[src/rtl/pakin_asm.sv]
// Packet receive/assembly stage: rebuilds full messages from indexed packets
// and hands each one to the downstream cell over a double-buffered 4-phase link.
module pakin_asm #(
   parameter int PSZ         = 4,
   parameter int ASZ         = 6,
   parameter int DSZ         = 4,
   parameter int RSZ         = 4,
   parameter int MSZ         = 2*ASZ+DSZ+RSZ,
   parameter int TOT_PKS     = MSZ/PSZ+1,
   parameter int PIW         = (TOT_PKS > 1) ? $clog2(TOT_PKS) : 1,
   parameter int RCV_REQ_CKS = 2,
   parameter int SND_ACK_CKS = 2
) (
   input  logic           gch_clk,
   input  logic           gch_reset,
   output logic           gch_ready,
   input  logic [PSZ-1:0] rcv0_pakio,
   input  logic [PIW-1:0] rcv0_pidx,
   input  logic           rcv0_req,
   output logic           rcv0_ack,
   output logic [MSZ-1:0] snd0_msg,
   output logic           snd0_req,
   input  logic           snd0_ack,
   output logic           err_seq
);

   localparam int AW = TOT_PKS*PSZ;
   localparam logic [PIW-1:0] LAST = PIW'(TOT_PKS-1);

   typedef enum logic {COLLECT, ACKHI} rstate_t;

   rstate_t                state;
   logic                   init_q;
   logic [RCV_REQ_CKS-1:0] rq_h;
   logic [SND_ACK_CKS-1:0] sa_h;
   logic [AW-1:0]          asm_q;
   logic [AW-1:0]          asm_nx;
   logic [PIW-1:0]         exp_idx;
   logic                   out_full;
   logic                   s_wait;

   logic rq_hi, rq_lo, sa_hi, sa_lo;
   logic hit, is_last, freeing, can_fill;

   // a level only counts once every sample in the history agrees
   assign rq_hi = &rq_h;
   assign rq_lo = ~|rq_h;
   assign sa_hi = &sa_h;
   assign sa_lo = ~|sa_h;

   assign hit      = (rcv0_pidx == exp_idx);
   assign is_last  = (exp_idx == LAST);
   assign freeing  = s_wait & sa_lo;
   assign can_fill = ~out_full | freeing;

   always_comb begin
      asm_nx = asm_q;
      asm_nx[int'(exp_idx)*PSZ +: PSZ] = rcv0_pakio;
   end

   always_ff @(posedge gch_clk) begin
      if (gch_reset || !init_q) begin
         init_q    <= ~gch_reset;
         gch_ready <= 1'b0;
         state     <= COLLECT;
         rq_h      <= '0;
         sa_h      <= '0;
         asm_q     <= '0;
         exp_idx   <= '0;
         out_full  <= 1'b0;
         s_wait    <= 1'b0;
         rcv0_ack  <= 1'b0;
         snd0_req  <= 1'b0;
         snd0_msg  <= '0;
         err_seq   <= 1'b0;
      end else begin
         gch_ready <= 1'b1;
         rq_h      <= (rq_h << 1) | RCV_REQ_CKS'(rcv0_req);
         sa_h      <= (sa_h << 1) | SND_ACK_CKS'(snd0_ack);
         err_seq   <= 1'b0;

         if (s_wait) begin
            if (sa_lo) begin
               out_full <= 1'b0;
               s_wait   <= 1'b0;
            end
         end else if (snd0_req) begin
            if (sa_hi) begin
               snd0_req <= 1'b0;
               s_wait   <= 1'b1;
            end
         end else if (out_full) begin
            snd0_req <= 1'b1;
         end

         // a fill below overrides a same-cycle free above
         unique case (state)
            COLLECT: begin
               if (rq_hi) begin
                  if (hit && !is_last) begin
                     asm_q    <= asm_nx;
                     exp_idx  <= exp_idx + 1'b1;
                     rcv0_ack <= 1'b1;
                     state    <= ACKHI;
                  end else if (hit) begin
                     if (can_fill) begin
                        asm_q    <= asm_nx;
                        snd0_msg <= asm_nx[MSZ-1:0];
                        out_full <= 1'b1;
                        s_wait   <= 1'b0;
                        exp_idx  <= '0;
                        rcv0_ack <= 1'b1;
                        state    <= ACKHI;
                     end
                  end else if (rcv0_pidx == '0) begin
                     asm_q    <= AW'(rcv0_pakio);
                     exp_idx  <= PIW'(1);
                     rcv0_ack <= 1'b1;
                     state    <= ACKHI;
                  end else begin
                     err_seq  <= 1'b1;
                     rcv0_ack <= 1'b1;
                     state    <= ACKHI;
                  end
               end
            end
            ACKHI: begin
               if (rq_lo) begin
                  rcv0_ack <= 1'b0;
                  state    <= COLLECT;
               end
            end
            default: state <= COLLECT;
         endcase
      end
   end

endmodule
[config.mk]
export PLATFORM = sky130hd
export DESIGN_NAME = pakin_asm
export DESIGN_NICKNAME = d
export VERILOG_FILES = /design/src/rtl/pakin_asm.sv
export SDC_FILE = /design/constraint.sdc
export NUM_CORES = 1
export LEC_CHECK = 0
export ABC_CLOCK_PERIOD_IN_PS = 3260
export CORE_MARGIN = 2
export CORE_UTILIZATION = 50
export CTS_BUF_LIST = sky130_fd_sc_hd__clkbuf_8 sky130_fd_sc_hd__clkbuf_16
export DETAILED_ROUTE_END_ITERATION = 6
export PLACE_DENSITY = 0.74
export SLEW_MARGIN = 10
export SYNTH_ARGS = -nofsm -noshare
export SYNTH_HDL_FRONTEND = slang
export SYNTH_SLANG_ARGS = --single-unit
[constraint.sdc]
create_clock -name gch_clk -period 3.26 [get_ports gch_clk]
set_input_delay 0.652 -clock gch_clk [delete_from_list [all_inputs] [get_ports gch_clk]]
set_output_delay 0.652 -clock gch_clk [all_outputs]
set_load 0.01 [all_outputs]
==> flow_summary.html <==
<table>
<tr><th>Metric</th><th>Value</th></tr>
<tr><th colspan="2">Floorplanning</th></tr>
<tr><td>Initial cell density of the core</td><td>52.7%</td></tr>
<tr><td>FP Rows</td><td>25</td></tr>
<tr><td>Die Width</td><td>approximately 75 um</td></tr>
<tr><td>Total Die Area</td><td>roughly 0.0057 mm^2</td></tr>
<tr><td>Die H</td><td>around 75 um</td></tr>
<tr><td>Top-level I/O count</td><td>35</td></tr>
<tr><td>Core Box Area</td><td>0.00482 mm^2</td></tr>
<tr><th colspan="2">Critical path</th></tr>
<tr><td>Class of the most critical setup path</td><td>reg2reg</td></tr>
<tr><td>Worst path cell trace</td><td>inv_1 &gt; ha_1 &gt; ha_1 &gt; nand2b_1 &gt; nor4_4 &gt; nor3b_1 &gt; o22ai_1 &gt; a22o_1</td></tr>
<tr><td>Delay contributed by the slowest stage of the critical path</td><td>0.48 ns</td></tr>
<tr><td>Largest fanout of any net on the critical path</td><td>10</td></tr>
<tr><td>Buffers and inverters on the worst path</td><td>1</td></tr>
<tr><td>Most prevalent standard cell on the critical path</td><td>sky130_fd_sc_hd__ha_1</td></tr>
<tr><td>Worst setup SP type</td><td>flip-flop</td></tr>
<tr><td>Slowest stage cell, crit path</td><td>sky130_fd_sc_hd__dfxtp_1</td></tr>
<tr><td>CP Data Arrival Time</td><td>between 2 and 3 ns</td></tr>
<tr><td>Number of logic stages on the critical path including buffering</td><td>8</td></tr>
<tr><td>Cell type group with the largest total delay on the critical path</td><td>simple AND/OR/NAND/NOR gates</td></tr>
<tr><td>Length in cells of the worst reg-to-reg path</td><td>8</td></tr>
<tr><td>Required time of the worst setup path</td><td>3.46 ns</td></tr>
<tr><td>Crit. End Element</td><td>flip-flop</td></tr>
<tr><th colspan="2">Pwr</th></tr>
<tr><td>Switching Power</td><td>about 0.25 mW</td></tr>
<tr><td>Max rail drop VDD</td><td>0.000193 V</td></tr>
<tr><td>Power share of the combinational group</td><td>approximately 5.0%</td></tr>
<tr><td>Clock network fraction of total power</td><td>approximately 35%</td></tr>
<tr><td>Net Sw Frac</td><td>a little under a quarter</td></tr>
<tr><td>Power per cell area</td><td>~370 mW/mm^2</td></tr>
<tr><td>Register share of total power</td><td>about three fifths</td></tr>
<tr><td>Cell-internal power</td><td>slightly below 0.9 mW</td></tr>
<tr><td>Leak</td><td>about 1 nW</td></tr>
<tr><th colspan="2">Drt</th></tr>
<tr><td>Detailed router's first-iteration violation count</td><td>100</td></tr>
<tr><td>Post-route antenna net violation count</td><td>0</td></tr>
<tr><td>Via count of the routed design</td><td>2106</td></tr>
<tr><td>Detailed-route vias per instance</td><td>between 5 and 6</td></tr>
<tr><td>Number of detailed-routing iterations run before antenna repair</td><td>4</td></tr>
<tr><td>Routed wire per std cell</td><td>~15 um</td></tr>
<tr><td>Detailed-route DRC error count</td><td>0</td></tr>
<tr><td>Total Wirelength</td><td>roughly 5.5 mm</td></tr>
<tr><th colspan="2">Clocking</th></tr>
<tr><td>Post-cts gate resize count</td><td>0</td></tr>
<tr><td>Number of hold buffers added after cts</td><td>0</td></tr>
<tr><td>Clock tree from TritonCTS</td><td>done</td></tr>
<tr><td>Sink count of the clock tree</td><td>55</td></tr>
<tr><td>Clock-pin slew on the worst setup and hold paths</td><td>0.09 ns</td></tr>
<tr><td>CTS Root Cell</td><td>sky130_fd_sc_hd__clkbuf_8</td></tr>
<tr><td>Clock latency on the worst-skew pair</td><td>between 0.3 and 0.4 ns</td></tr>
<tr><td>CTS Buffer Depth</td><td>2</td></tr>
<tr><td>H-tree depth</td><td>2</td></tr>
<tr><td>TritonCTS Buffers</td><td>5</td></tr>
<tr><td>Number of setup buffers added after CTS</td><td>0</td></tr>
<tr><th colspan="2">STA</th></tr>
<tr><td>Total count of max-transition violations in the final report</td><td>0</td></tr>
<tr><td>Final Hold Violating Endpoints</td><td>0</td></tr>
<tr><td>Share of the clock period used by the worst path</td><td>between 70% and 80%</td></tr>
<tr><td>Sum of negative setup slack</td><td>0 ns</td></tr>
<tr><td>Fmax</td><td>slightly below 0.4 GHz</td></tr>
<tr><td>Layout Skew</td><td>between 0.007 and 0.008 ns</td></tr>
<tr><td>Fin crit period</td><td>2.51 ns</td></tr>
<tr><td>Unrepaired setup endpoints after global routing</td><td>false</td></tr>
<tr><td>Remaining max-slew budget at the tightest pin</td><td>approximately 25%</td></tr>
<tr><td>Worst slew pin tran</td><td>about 1.1 ns</td></tr>
<tr><td>Total setup violations reported at the end of the flow</td><td>0</td></tr>
<tr><th colspan="2">Placement</th></tr>
<tr><td>Final weighted congestion in routability-driven placement</td><td>around 0.85</td></tr>
<tr><td>Half-perimeter wire length after placement</td><td>3.80 mm</td></tr>
<tr><td>Placed cell count</td><td>approximately 360</td></tr>
<tr><td>Count of buffers inserted at the top-level ports</td><td>34</td></tr>
<tr><th colspan="2">Global routing</th></tr>
<tr><td>Aggregate global-route resource usage</td><td>21.7%</td></tr>
<tr><td>Global-route wire length before repair</td><td>9.27 mm</td></tr>
<tr><td>Via count of the first global-routing pass</td><td>1904</td></tr>
<tr><td>Overflow after GRT</td><td>0</td></tr>
<tr><td>Maximum number of pins on one net before global-route repair</td><td>between 40 and 50</td></tr>
<tr><td>Antenna violations before repair</td><td>0</td></tr>
<tr><th colspan="2">Finish</th></tr>
<tr><td>Fraction of layout instances using a drive strength above 1</td><td>7.72%</td></tr>
<tr><td>ANT cells</td><td>0</td></tr>
<tr><td>Register Area</td><td>0.00111 mm^2</td></tr>
<tr><td>Layout filler cell count</td><td>between 400 and 500</td></tr>
<tr><td>Number of non-filler instances in the completed layout</td><td>about 370</td></tr>
<tr><td>Multi-input combinational cell area</td><td>0.00131 mm^2</td></tr>
<tr><td>Signed area change from the synthesized netlist to the final layout</td><td>18.1%</td></tr>
<tr><td>Final Net Count</td><td>313</td></tr>
<tr><th colspan="2">Logic synthesis</th></tr>
<tr><td>Fraction of synthesis flops using an asynchronous set or reset pin</td><td>0%</td></tr>
<tr><td>Distinct cell type count after synthesis</td><td>slightly above 50</td></tr>
<tr><td>Number of synthesized register bits</td><td>55</td></tr>
<tr><td>Mapped Area</td><td>roughly 0.0025 mm^2</td></tr>
<tr><td>Commonest register cell after synthesis</td><td>sky130_fd_sc_hd__dfxtp_1</td></tr>
<tr><td>Number of cells produced by synthesis</td><td>270</td></tr>
<tr><td>Number of enable-type register cells in the synthesized netlist</td><td>1</td></tr>
<tr><td>Syn avg cell area</td><td>9.40 um^2</td></tr>
<tr><td>Synthesized Nets</td><td>~290</td></tr>
<tr><td>Number of warnings issued by yosys</td><td>0</td></tr>
<tr><td>Register area share after synthesis</td><td>43.8%</td></tr>
<tr><th colspan="2">Worst hold path</th></tr>
<tr><td>Worst hold path type</td><td>reg2reg</td></tr>
<tr><td>Number of cells traversed by the worst hold path</td><td>2</td></tr>
<tr><th colspan="2">Outcome</th></tr>
<tr><td>Status</td><td>completed</td></tr>
<tr><th colspan="2">Job</th></tr>
<tr><td>Number of violations of the max-capacitance limit</td><td>0</td></tr>
</table>
[worst paths after layout]
check	from	endpoint	slack [ns]
worst max register to register	exp_idx[1]	asm_q[16]	0.75
worst max-delay path	exp_idx[1]	asm_q[16]	0.75
worst min register to register	asm_q[11]	asm_q[11]	0.49
worst min-delay path	asm_q[11]	asm_q[11]	0.49
[per-layer routing]
metal	part of all wire, %	up-vias	track usage [%]
li1	-	1046	-
met2	45	77	32.7
met5	0	-	0
met4	1.4	0	6.82
met1	46	977	31.0
met3	7.3	6	5.09
[area by class of cell]
cell class,instances,share of cell area [%]
Multi-Input combinational cell,191,43.7
Tap cell,67,2.80
Clock inverter,2,0.418
Timing Repair Buffer,39,12.6
Clock buffer,6,2.76
Inverter,5,0.626
Sequential cell,55,37.1
[flip-flops by register name (all words and copies together), names as in the netlist]
| name | cells |
|---|---|
| s_wait | 1 |
| snd0_msg | 20 |
| err_seq | 1 |
| state | 1 |
| snd0_req | 1 |
| out_full | 1 |
| gch_ready | 1 |
| exp_idx | 3 |
| asm_q | 20 |
| rq_h | 2 |
| rcv0_ack | 1 |
| sa_h | 2 |
| init_q | 1 |
[synth_stat cells, types with 3 or more instances]
cell type / number / area share [%]
sky130_fd_sc_hd__dfxtp_1: 54 / 43
sky130_fd_sc_hd__nor2_1: 32 / 4.7
sky130_fd_sc_hd__nand2_1: 19 / 2.8
sky130_fd_sc_hd__a211oi_1: 17 / 5.0
sky130_fd_sc_hd__a21oi_1: 15 / 3.0
sky130_fd_sc_hd__nand3_1: 14 / 2.8
sky130_fd_sc_hd__mux2i_1: 13 / 5.1
sky130_fd_sc_hd__a32o_1: 9 / 3.6
sky130_fd_sc_hd__clkbuf_1: 8 / 1.2
sky130_fd_sc_hd__a31oi_1: 5 / 1.2
sky130_fd_sc_hd__buf_2: 5 / 0.99
sky130_fd_sc_hd__ha_1: 5 / 2.5
sky130_fd_sc_hd__nand2b_1: 5 / 1.2
sky130_fd_sc_hd__o21ai_0: 5 / 0.99
sky130_fd_sc_hd__a22o_1: 4 / 1.4
sky130_fd_sc_hd__a311oi_1: 4 / 1.4
sky130_fd_sc_hd__and2_1: 4 / 0.99
sky130_fd_sc_hd__inv_1: 4 / 0.59
sky130_fd_sc_hd__nand3b_1: 4 / 1.2
sky130_fd_sc_hd__buf_4: 3 / 0.89
sky130_fd_sc_hd__nor3_1: 3 / 0.59
sky130_fd_sc_hd__nor3b_1: 3 / 0.89
[cells by family (layout without fill, tap and decap cells)]
| kind of cell | count (synthesis) | in the layout | synth area share, % |
|---|---|---|---|
| simple gates | 103 | 103 | 23.3 |
| compound gates | 67 | 67 | 19.1 |
| flops | 55 | 55 | 43.8 |
| buf+inv | 24 | 52 | 4.58 |
| mux | 13 | 13 | 5.13 |
| fa+ha+maj | 5 | 5 | 2.47 |
| xor+xnor | 3 | 3 | 1.63 |
[cell usage in the layout (no fill, tap or decap), types with 6 or more instances in the layout]
cell type                         instances
sky130_fd_sc_hd__nand3_1                 14
sky130_fd_sc_hd__a32o_1                   9
sky130_fd_sc_hd__a21oi_1                 15
sky130_fd_sc_hd__clkbuf_8                 6
sky130_fd_sc_hd__dfxtp_1                 54
sky130_fd_sc_hd__nand2_1                 19
sky130_fd_sc_hd__nor2_1                  32
sky130_fd_sc_hd__mux2i_1                 13
sky130_fd_sc_hd__clkdlybuf4s50_1         34
sky130_fd_sc_hd__a211oi_1                17
[per-stage QoR]
step / util [%] / instance area (um^2) / power [mW] / worst slack [ns] / hold WS (ns)
2_1_floorplan: - / 2540 / 0.725 / 0.969 / 0.443
3_3_place_gp: 60.2 / 2900 / 0.749 / 0.606 / 0.467
3_5_place_dp: 60.2 / 2900 / 0.750 / 0.555 / 0.470
4_1_cts: 62.2 / 3000 / 1.13 / 0.768 / 0.483
5_1_grt: 62.2 / 3000 / 1.16 / 0.530 / 0.504
6_report: 62.2 / 3000 / 1.12 / 0.746 / 0.486
[worst register-to-register path, cell delays in order, from the launching register on]
cell	delay, ns
sky130_fd_sc_hd__dfxtp_1	0.48
sky130_fd_sc_hd__inv_1	0.10
sky130_fd_sc_hd__ha_1	0.21
sky130_fd_sc_hd__ha_1	0.27
sky130_fd_sc_hd__nand2b_1	0.28
sky130_fd_sc_hd__nor4_4	0.39
sky130_fd_sc_hd__nor3b_1	0.25
sky130_fd_sc_hd__o22ai_1	0.17
sky130_fd_sc_hd__a22o_1	0.27
[power by group through the flow]
stage	Combinational [mW]	Sequential (mW)	Clock [mW]
global placement	0.0547	0.694	0
global route	0.0615	0.679	0.420
detailed placement	0.0552	0.694	0
CTS	0.0556	0.679	0.392
floorplan	0.0312	0.694	0
finish	0.0563	0.679	0.387
Power figures use the tool's default switching activity.
